### src/rtl/efpga_ci_pkg.sv
// rtl/efpga_ci_pkg.sv - shared types and constants for the eFPGA custom-instruction responder
package efpga_ci_pkg;

  localparam int CI_DATA_W  = 32;
  localparam int CI_DELAY_W = 4;

  typedef enum logic [1:0] {
    IDLE = 2'd0,
    RUN  = 2'd1,
    DONE = 2'd2
  } state_e;

  localparam logic [1:0] SLOT0 = 2'd0;
  localparam logic [1:0] SLOT1 = 2'd1;
  localparam logic [1:0] SLOT2 = 2'd2;
  localparam logic [1:0] SLOT3 = 2'd3;

endpackage

### src/rtl/efpga_ci_delay_cnt.sv
// rtl/efpga_ci_delay_cnt.sv - loadable down-counter with zero flag for the fabric latency budget
module efpga_ci_delay_cnt #(
  parameter int W = 4
) (
  input  logic         clk,
  input  logic         rst,
  input  logic         i_load,
  input  logic [W-1:0] i_load_val,
  input  logic         i_dec,
  output logic         o_zero
);

  logic [W-1:0] r_cnt;

  // Saturates at zero so a stray decrement can never wrap into a long wait.
  always_ff @(posedge clk) begin
    if (rst) begin
      r_cnt <= '0;
    end else if (i_load) begin
      r_cnt <= i_load_val;
    end else if (i_dec && (r_cnt != '0)) begin
      r_cnt <= r_cnt - 1'b1;
    end
  end

  assign o_zero = (r_cnt == '0);

endmodule

### src/rtl/efpga_ci_responder.sv
// rtl/efpga_ci_responder.sv - launches a custom instruction into an eFPGA slot and returns its result
module efpga_ci_responder
  import efpga_ci_pkg::*;
#(
  parameter int DATA_W    = CI_DATA_W,
  parameter int DELAY_W   = CI_DELAY_W,
  parameter int MIN_DELAY = 0
) (
  input  logic               clk,
  input  logic               rst,
  input  logic               en_i,
  input  logic [1:0]         operator_i,
  input  logic [DATA_W-1:0]  operand_a_i,
  input  logic [DATA_W-1:0]  operand_b_i,
  input  logic [DELAY_W-1:0] delay_i,
  output logic               ready_o,
  output logic [DATA_W-1:0]  result_o,
  output logic               fabric_start_o,
  output logic [3:0]         fabric_sel_o,
  output logic [DATA_W-1:0]  fabric_a_o,
  output logic [DATA_W-1:0]  fabric_b_o,
  input  logic [DATA_W-1:0]  fabric_result_i,
  input  logic               fabric_done_i,
  output logic               busy_o,
  output logic [31:0]        op_count_o
);

  localparam logic [DELAY_W-1:0] L_MIN_DELAY = DELAY_W'(MIN_DELAY);

  state_e             r_state;
  state_e             w_next;
  logic [1:0]         r_op;
  logic [DATA_W-1:0]  r_a;
  logic [DATA_W-1:0]  r_b;
  logic [DATA_W-1:0]  r_result;
  logic               r_launch;
  logic [31:0]        r_op_count;
  logic [DELAY_W-1:0] w_delay_eff;
  logic               w_cnt_zero;
  logic               w_load;
  logic               w_dec;
  logic               w_capture;

  assign w_delay_eff = (delay_i < L_MIN_DELAY) ? L_MIN_DELAY : delay_i;

  efpga_ci_delay_cnt #(
    .W (DELAY_W)
  ) u_delay_cnt (
    .clk        (clk),
    .rst        (rst),
    .i_load     (w_load),
    .i_load_val (w_delay_eff),
    .i_dec      (w_dec),
    .o_zero     (w_cnt_zero)
  );

  // en_i low during RUN means the core flushed the instruction.
  always_comb begin
    w_next    = r_state;
    w_load    = 1'b0;
    w_dec     = 1'b0;
    w_capture = 1'b0;
    case (r_state)
      IDLE: begin
        if (en_i) begin
          w_next = RUN;
          w_load = 1'b1;
        end
      end
      RUN: begin
        if (!en_i) begin
          w_next = IDLE;
        end else if (w_cnt_zero || fabric_done_i) begin
          w_capture = 1'b1;
          w_next    = DONE;
        end else begin
          w_dec = 1'b1;
        end
      end
      DONE:    w_next = IDLE;
      default: w_next = IDLE;
    endcase
  end

  always_ff @(posedge clk) begin
    if (rst) begin
      r_state    <= IDLE;
      r_op       <= '0;
      r_a        <= '0;
      r_b        <= '0;
      r_result   <= '0;
      r_launch   <= 1'b0;
      r_op_count <= '0;
    end else begin
      r_state  <= w_next;
      r_launch <= w_load;
      if (w_load) begin
        r_op <= operator_i;
        r_a  <= operand_a_i;
        r_b  <= operand_b_i;
      end
      if (w_capture) begin
        r_result <= fabric_result_i;
      end
      if (r_state == DONE) begin
        r_op_count <= r_op_count + 32'd1;
      end
    end
  end

  assign ready_o        = (r_state == DONE);
  assign result_o       = ready_o ? r_result : '0;
  assign fabric_start_o = (r_state == RUN) && r_launch;
  assign fabric_sel_o   = (r_state == RUN) ? (4'b0001 << r_op) : 4'b0000;
  assign fabric_a_o     = r_a;
  assign fabric_b_o     = r_b;
  assign busy_o         = (r_state != IDLE);
  assign op_count_o     = r_op_count;

endmodule
### config.mk
export PLATFORM = sky130hd
export DESIGN_NAME = efpga_ci_responder
export DESIGN_NICKNAME = d
export VERILOG_FILES = /design/src/rtl/efpga_ci_pkg.sv /design/src/rtl/efpga_ci_delay_cnt.sv /design/src/rtl/efpga_ci_responder.sv
export SDC_FILE = /design/constraint.sdc
export NUM_CORES = 1
export LEC_CHECK = 0
export CORE_ASPECT_RATIO = 1.75
export CORE_UTILIZATION = 42
export DETAILED_ROUTE_END_ITERATION = 8
export PLACE_DENSITY = 0.8
export REMOVE_ABC_BUFFERS = 1
export SYNTH_ARGS = -nofsm -noshare
export SYNTH_HDL_FRONTEND = slang
export SYNTH_SLANG_ARGS = --single-unit
### constraint.sdc
create_clock -name clk -period 2.7 [get_ports clk]
set_input_delay 0.54 -clock clk [delete_from_list [all_inputs] [get_ports clk]]
set_output_delay 0.54 -clock clk [all_outputs]
set_load 0.01 [all_outputs]
==> impl_metrics.tcl, run 1 <==
set metrics [dict create \
    endpoint "result_o[27]" \
    synth-async-reset-ratio 0 \
    powerDensity_mw_per_mm2 584 \
    final_max_slew_viol_count 0 \
    wl_per_cell_um 14.2 \
    clock-root-buffer "clkbuf_16" \
    firstDrtPassIters 6 \
    routed_wl_um 15700 \
    grt_max_degree 79 \
    cap_viol_max_count 0 \
    drt-vias-per-instance 5.03 \
    startpoint_type "register" \
    max_freq_ghz 0.392 \
    whs_ps 451 \
    ys.flop_type "dfxtp_1" \
    crit_fanout 36 \
    h-tree-depth 4 \
    fin_crit_sh 0.944 \
    n_fill_cell 1086 \
    endpoint_kind "output pin" \
    grt_pass1_vias 5359 \
    reg2reg_slack_ps 440 \
    io_pins 241 \
    vias 5558 \
    hpwl_um 10900 \
    synth.avg_cell_area_sq_um 7.86 \
    layout_min_cycle_time_ps 2550 \
    path_class "register to output pin" \
    clk_pin_slew_ps 60 \
    tightest_slew_ps 1020 \
    cp.required_ps 2160 \
    gp_congestion 0.802 \
    synth-warning-count 0 \
    critPathLaunch "r_state[0]$_SDFFE_PP0P_" \
    cp_slowest_cell "clkdlybuf4s50_1" \
    synthTopCellsByArea "dfxtp_1 50%, nand2_1 14%, a21oi_1 11%" \
    rows 55 \
    synthCells 700 \
    ys_types 39 \
    worstSkewPairLatency_ps 410 \
    cts_inserted_buffers 17 \
    post_dp_cell_area_sq_mm 0.00806 \
    synth_enable_flop_cells 0 \
    dr.first_iter.drc_count 212 \
    crit_chain "buf_4, nor2b_2, buf_6, and2_1, clkdlybuf4s50_1" \
    ctsHoldBuffers 0 \
    synth_common_cells "212 x nand2_1, 137 x dfxtp_1, 117 x a21oi_1" \
    grt_pass1_wl_um 25000 \
    finalPower_uw 5060 \
    p_leak_uw 0.00307 \
    drc 0 \
    grt_antenna_before_repair 0 \
    syn2layout_area_growth_pct 57.4 \
    slew_headroom 0.318 \
    max_stage_delay_ps 540 \
    postLayoutCellArea_sq_mm 0.00866 \
    cts_tree "done" \
    die_h_um 153 \
    clock_sinks 137 \
    overflow 0 \
    final_nets 1030 \
    cts_buffer_depth 2 \
    rsz0062_at_grt "false" \
    peakVddDrop_uv 533 \
    synthMostInstantiatedCell "nand2_1" \
    grt_use_total 0.234 \
    rr_endpoint "op_count_o[23]$_SDFFE_PP0P_" \
    start_util 0.428 \
    status "finished clean" \
    cp.arrival_ps 2010 \
    drive_above_1_share 0.0579 \
    coreArea_sq_mm 0.0129 \
    synth_top_area_cell "dfxtp_1" \
    hp-class "register to register" \
    ant_nets 0 \
    r2r-start "r_state[0]$_SDFFE_PP0P_" \
    io_buffers 240 \
    synth.top_cell.area_share 0.499 \
    setup_viol 0 \
    ys_seq_area_frac 0.499 \
    antennaDiodeCount 0 \
    worst_clock_skew_ps 8.16 \
    hold_viol 0 \
    ys_ff_latch 137 \
    chipWidth_um 88.5 \
    dieArea_sq_mm 0.0136 \
    postCtsSetupBuffers 0 \
    rr_worst_depth 4 \
    netlist_area_sq_mm 0.00550 \
]
-- placed cells by master (no fill, tap or decap), drive strengths merged, types with 2 or more instances in the layout --
cell           synthesis  layout
nand4                 12      12
nand2                212     212
nand3b                 2       2
nand3                  8       8
and3                   3       3
or4                    9       9
inv                    9      10
nand2b                 2       2
a21oi                117     117
clkbuf                41      19
dfxtp                137     137
nor4                   9       9
xor2                   3       3
and2                  34      34
o31ai                  8       8
clkinvlp               0       3
nor3                   3       3
o21ai                 11      11
buf                    5      10
clkinv                 0       4
clkdlybuf4s50          0     239
nor2b                  7       7
a211oi                 5       5
xnor2                  8       8
mux2                   5       5
nor2                  23      23
ha                     2       2
or3                   10      10
bufinv                 0       3
and4                   5       5
-- kinds of logic after synthesis --
| logic type | count (synthesis) | share of synthesized area |
|---|---|---|
| XOR/XNOR | 11 | 0.0175 |
| multiplexers | 6 | 0.0121 |
| AO/OA/AOI/OAI | 144 | 0.139 |
| adder cells (fa/ha/maj) | 2 | 0.00455 |
| buffers and inverters | 55 | 0.0382 |
| AND/OR/NAND/NOR | 345 | 0.290 |
| flip-flops | 137 | 0.499 |
-- worst min-delay path by stage --
stage / cells past startpoint / slack, ps / end / start
after floorplan: 2 / 430 / r_result[0]$_SDFFE_PP0P_ / r_result[0]$_SDFFE_PP0P_
after global placement: 2 / 440 / r_result[8]$_SDFFE_PP0P_ / r_result[8]$_SDFFE_PP0P_
after detailed placement: 2 / 440 / r_result[30]$_SDFFE_PP0P_ / r_result[30]$_SDFFE_PP0P_
after CTS: 2 / 440 / op_count_o[22]$_SDFFE_PP0P_ / rst
after global routing: 2 / 450 / op_count_o[27]$_SDFFE_PP0P_ / rst
final: 2 / 450 / fabric_b_o[1]$_SDFFE_PP0P_ / fabric_b_o[1]$_SDFFE_PP0P_
-- through the flow --
| step | util | TNS [ps] | setup WS [ps] | cells |
|---|---|---|---|---|
| finish | 0.673 | 0 | 151 | 1104 |
| global route | 0.673 | 0 | 64.7 | 1104 |
| CTS | 0.673 | 0 | 15.9 | 1104 |
| detailed placement | 0.626 | 0 | 266 | 1074 |
| global placement | 0.626 | 0 | 326 | 1074 |
| floorplan | - | -19130 | -290 | 654 |
-- registers in the layout, summed over array words and instances, names as in the netlist --
register           cells
fabric_b_o            32
u_delay_cnt.r_cnt      4
r_op                   2
r_state                2
fabric_a_o            32
r_result              32
op_count_o            32
r_launch               1
-- metal layers --
| layer | global-route usage | vias to the layer above | part of all wire |
|---|---|---|---|
| li1 | - | 2784 | - |
| met1 | 0.248 | 2575 | 0.38 |
| met2 | 0.426 | 170 | 0.54 |
| met3 | 0.0599 | 29 | 0.056 |
| met4 | 0.0937 | 0 | 0.028 |
| met5 | 0 | - | 0 |
-- what timing repair did --
action | 4_1_cts | 5_1_grt
resized for setup | 1 | 3
setup endpoints to repair | 1 | 34
gates cloned | 0 | 0
-- power breakdown --
| part | internal (uW) | switching, uW |
|---|---|---|
| logic | 322 | 258 |
| clock network | 1470 | 862 |
| registers | 2110 | 44.8 |
| total | 3900 | 1160 |
-- area by class of cell --
class	count	area, sq um	area share
clock buffer	19	443	0.0511
timing repair buffer	249	2510	0.290
tap	171	214	0.0247
inverter	9	33.8	0.00390
clock inverter	11	149	0.0172
sequential	137	2750	0.317
multi-input combinational	508	2570	0.296
-- critical path, delay by kind of cell, from the launching register on --
kind,cells,cell delay (ps)
and+or+nand+nor,2,320
DFF,1,350
buffers and inverters,3,940
Note: power is estimated with default switching activity, not from simulation.
==> run 2: changes to the inputs <==
--- a/config.mk
+++ b/config.mk
@@ -5,10 +5,12 @@
 export SDC_FILE = /design/constraint.sdc
 export NUM_CORES = 1
 export LEC_CHECK = 0
+export CELL_PAD_IN_SITES_DETAIL_PLACEMENT = 1
+export CELL_PAD_IN_SITES_GLOBAL_PLACEMENT = 1
 export CORE_ASPECT_RATIO = 1.75
-export CORE_UTILIZATION = 42
+export CORE_UTILIZATION = 29
 export DETAILED_ROUTE_END_ITERATION = 8
-export PLACE_DENSITY = 0.8
+export PLACE_DENSITY = 0.79
 export REMOVE_ABC_BUFFERS = 1
 export SYNTH_ARGS = -nofsm -noshare
 export SYNTH_HDL_FRONTEND = slang
==> constraint.sdc (replaced) <==
create_clock -name clk -period 2.7 [get_ports clk]
set_input_delay 0.27 -clock clk [delete_from_list [all_inputs] [get_ports clk]]
set_output_delay 0.27 -clock clk [all_outputs]
set_load 0.01 [all_outputs]
==> impl_metrics.tcl, run 2 (synthesis results as in run 1) <==
set metrics [dict create \
    hold_viol 0 \
    drc 0 \
    ant_nets 0 \
    clock_power_share 0.489 \
    worstSkewPairLatency_ps 420 \
    seqCellArea_sq_mm 0.00274 \
    vias 5632 \
    final_cell_mix "239 x clkdlybuf4s50_1, 211 x nand2_1, 137 x dfxtp_1" \
    post_cts_resized 0 \
    chipWidth_um 106 \
    crit_fanout 36 \
    io_buffers 240 \
    cap_viol_max_count 0 \
    drive_above_1_share 0.0567 \
    cts_buffer_depth 2 \
    cp.required_ps 2430 \
    endpoint_kind "output pin" \
    io_pins 241 \
    powerDensity_mw_per_mm2 608 \
    routed_wl_um 18600 \
    utilization 0.473 \
    cts_tree "done" \
    fin_crit_sh 0.899 \
    gp_congestion 0.724 \
    drt-vias-per-instance 4.80 \
    slew_headroom 0.267 \
    wl_per_cell_um 15.9 \
    rows 66 \
    dr.first_iter.drc_count 140 \
    dr_wl_met2_um 10100 \
    rsz0062_at_grt "false" \
    grt_pass1_wl_um 29400 \
    path_class "register to output pin" \
    dr_wl_met3_um 956 \
    cts_inserted_buffers 17 \
    overflow 0 \
    clock_sinks 137 \
    final_max_slew_viol_count 0 \
    dieArea_sq_mm 0.0195 \
    layout_commonest_cell "clkdlybuf4s50_1" \
    peakVddDrop_uv 383 \
    power.switching_uw 1210 \
    n_fill_cell 2228 \
    status "finished clean" \
    wirelength_met1_um 6790 \
    postCtsSetupBuffers 0 \
    swShare 0.227 \
    pwr-share-comb 0.110 \
    firstDrtPassIters 4 \
    multi_input_area_sq_mm 0.00256 \
    cp.arrival_ps 2160 \
    grt_pass1_vias 5936 \
    start_util 0.296 \
    final.setup.tns_ps 0 \
    finalPower_uw 5350 \
    internal-power_uw 4130 \
    top_layer "met4" \
    syn2layout_area_growth_pct 59.9 \
    tightest_slew_ps 1100 \
    layout_min_cycle_time_ps 2430 \
    hpwl_um 13000 \
    clock-root-buffer "clkbuf_16" \
    h-tree-depth 4 \
    setup_viol 0 \
    p_leak_uw 0.00309 \
    die_h_um 184 \
    final_nets 1030 \
    grt_use_total 0.193 \
    grt_antenna_before_repair 1 \
    ctsHoldBuffers 0 \
    max_freq_ghz 0.412 \
    pwr-share-seq 0.402 \
    startpoint_type "register" \
    clk_pin_slew_ps 60 \
    coreArea_sq_mm 0.0186 \
    hp-class "input port to register" \
    grt_max_degree 68 \
    worst_clock_skew_ps 7.68 \
]
==> run 2: power by group through the flow <==
stage               combinational, uW  clock (uW)  sequential [uW]
finish                            586        2610             2150
global route                      642        2760             2160
CTS                               597        2680             2150
detailed placement                592           0             2190
global placement                  584           0             2190
floorplan                         171           0             2220
==> run 2: worst max-delay path: stages (launching register included) <==
cell             delay, ps
dfxtp_1                350
buf_4                  170
nor2b_2                140
buf_4                  320
and2_1                 180
clkdlybuf4s50_1        590
==> run 2: layer usage <==
metal	global-route usage	vias up
met5	0	-
met4	0.0956	0
li1	-	2782
met1	0.181	2649
met3	0.0537	39
met2	0.374	162
==> run 2: stage by stage <==
| step | instances | setup WS (ps) | area (sq um) | hold WS [ps] |
|---|---|---|---|---|
| floorplan | 654 | -202 | 5330 | 339 |
| global placement | 1141 | 480 | 8130 | 437 |
| detailed placement | 1141 | 420 | 8130 | 444 |
| CTS | 1172 | 196 | 8790 | 310 |
| global route | 1173 | 138 | 8790 | 323 |
| finish | 1173 | 273 | 8790 | 332 |
==> run 2: final cells by class <==
class,count,share of cell area
Inverter,9,0.00384
Timing Repair Buffer,249,0.283
Tap cell,238,0.0339
Clock inverter,11,0.0221
Clock buffer,20,0.0531
Multi-Input combinational cell,508,0.292
Antenna cell,1,0.000285
Sequential cell,137,0.312
==> run 2: final timing paths <==
| kind | to | cells after the start | slack [ps] | startpoint |
|---|---|---|---|---|
| max reg2reg | op_count_o[23]$_SDFFE_PP0P_ | 4 | 420 | op_count_o[3]$_SDFFE_PP0P_ |
| min reg2reg | r_result[28]$_SDFFE_PP0P_ | 2 | 450 | r_result[28]$_SDFFE_PP0P_ |
| min | op_count_o[8]$_SDFFE_PP0P_ | 2 | 330 | rst |
| max | result_o[21] | 5 | 270 | r_state[1]$_SDFFE_PP0P_ |
==> run 3: changes to the inputs <==
--- a/config.mk
+++ b/config.mk
@@ -7,10 +7,10 @@
 export LEC_CHECK = 0
 export CELL_PAD_IN_SITES_DETAIL_PLACEMENT = 1
 export CELL_PAD_IN_SITES_GLOBAL_PLACEMENT = 1
-export CORE_ASPECT_RATIO = 1.75
-export CORE_UTILIZATION = 29
+export CORE_ASPECT_RATIO = 0.5
+export CORE_UTILIZATION = 32
 export DETAILED_ROUTE_END_ITERATION = 8
-export PLACE_DENSITY = 0.79
+export PLACE_DENSITY = 0.86
 export REMOVE_ABC_BUFFERS = 1
 export SYNTH_ARGS = -nofsm -noshare
 export SYNTH_HDL_FRONTEND = slang
==> constraint.sdc (replaced) <==
create_clock -name clk -period 3.08 [get_ports clk]
set_input_delay 0.308 -clock clk [delete_from_list [all_inputs] [get_ports clk]]
set_output_delay 0.308 -clock clk [all_outputs]
set_load 0.01 [all_outputs]
==> impl_metrics.tcl, run 3 (synthesis results as in run 1) <==
set metrics [dict create \
    cp.arrival_ps 2780 \
    startpoint_type "register" \
    dr.first_iter.drc_count 190 \
    cts_tree "done" \
    clock_power_share 0.476 \
    hp-class "input port to register" \
    setup_viol 0 \
    power.switching_uw 1060 \
    fin_crit_sh 0.807 \
    postCtsSetupBuffers 0 \
    utilization 0.526 \
    status "finished clean" \
    p_leak_uw 0.00307 \
    rsz0062_at_grt "false" \
    final_max_slew_viol_count 0 \
    cp.required_ps 3380 \
    wl_per_cell_um 16.5 \
    peakVddDrop_uv 374 \
    drive_above_1_share 0.0547 \
    tightest_slew_ps 758 \
    hpwl_um 13200 \
    ant_nets 0 \
    grt_pass1_vias 6014 \
    clk_pin_slew_ps 60 \
    vias 5677 \
    pwr-share-seq 0.412 \
    hold_viol 0 \
    max_freq_ghz 0.403 \
    cap_viol_max_count 0 \
    die_h_um 94.7 \
    grt_pass1_wl_um 30200 \
    final_cell_mix "239 x clkdlybuf4s50_1, 211 x nand2_1, 137 x dfxtp_1" \
    antennaDiodeCount 0 \
    post_cts_resized 0 \
    worst_clock_skew_ps 6.33 \
    rows 33 \
    slew_headroom 0.493 \
    grt_antenna_before_repair 0 \
    grt_use_total 0.213 \
    internal-power_uw 3520 \
    powerDensity_mw_per_mm2 525 \
    cts_inserted_buffers 17 \
    worstSkewPairLatency_ps 410 \
    postLayoutCellArea_sq_mm 0.00873 \
    ctsHoldBuffers 0 \
    gp_congestion 0.802 \
    endpoint_kind "register" \
    n_fill_cell 1957 \
    drc 0 \
    syn2layout_area_growth_pct 58.7 \
    final_nets 1028 \
    coreArea_sq_mm 0.0166 \
    post_dp_cell_area_sq_mm 0.00810 \
    io_buffers 240 \
    path_class "register to register" \
    h-tree-depth 4 \
    layout_min_cycle_time_ps 2480 \
    start_util 0.331 \
    dieArea_sq_mm 0.0178 \
    drt-vias-per-instance 4.89 \
    swShare 0.232 \
    grt_max_degree 90 \
    pwr-share-comb 0.111 \
    firstDrtPassIters 4 \
    crit_fanout 19 \
    routed_wl_um 19200 \
    cts_buffer_depth 2 \
    final.setup.tns_ps 0 \
    io_pins 241 \
    overflow 0 \
    clock-root-buffer "clkbuf_16" \
    layout_commonest_cell "clkdlybuf4s50_1" \
    chipWidth_um 187 \
    clock_sinks 137 \
]
## run 3: stage by stage
stage / power, uW / hold slack, ps / instances / setup WS [ps]
2_1_floorplan: 2090 / 377 / 654 / 178
3_3_place_gp: 2420 / 438 / 1128 / 721
3_5_place_dp: 2440 / 444 / 1128 / 643
4_1_cts: 4620 / 372 / 1160 / 575
5_1_grt: 4760 / 400 / 1160 / 457
6_report: 4580 / 393 / 1160 / 596
## run 3: path summary, 6_finish.rpt
kind / startpoint / endpoint / slack (ps) / cells past startpoint
hold reg to reg: r_result[31]$_SDFFE_PP0P_ / r_result[31]$_SDFFE_PP0P_ / 450 / 2
setup / recovery: r_state[0]$_SDFFE_PP0P_ / op_count_o[23]$_SDFFE_PP0P_ / 600 / 4
setup reg to reg: r_state[0]$_SDFFE_PP0P_ / op_count_o[23]$_SDFFE_PP0P_ / 600 / 4
hold / removal: rst / op_count_o[4]$_SDFFE_PP0P_ / 390 / 2
## run 3: power groups by stage
stage                     combinational, uW  sequential, uW  clock (uW)
after CTS                               517            1890        2220
after global placement                  498            1920           0
after floorplan                         150            1940           0
after detailed placement                514            1930           0
after global routing                    554            1900        2310
final                                   510            1890        2180
## run 3: cell type report
class                   count  area [sq um]  share of cell area
flip-flops and latches    137          2740               0.314
multi-input cells         508          2560               0.294
repair buffers            247          2480               0.284
clock buffers              20           457              0.0523
well taps                 227           284              0.0325
clock inverters            12           173              0.0198
inverters                   9          33.8             0.00387
## run 3: metal layers
layer,share of wire,global-route usage
met1,0.41,0.227
met2,0.54,0.419
met5,0,0
met3,0.035,0.0502
met4,0.020,0.0684
## run 3: worst max-delay path: stages, from the launching register on
cell and delay, ps:
dfxtp_1 440, nand3b_2 330, or4_1 850, nor4_1 380, mux2_2 380
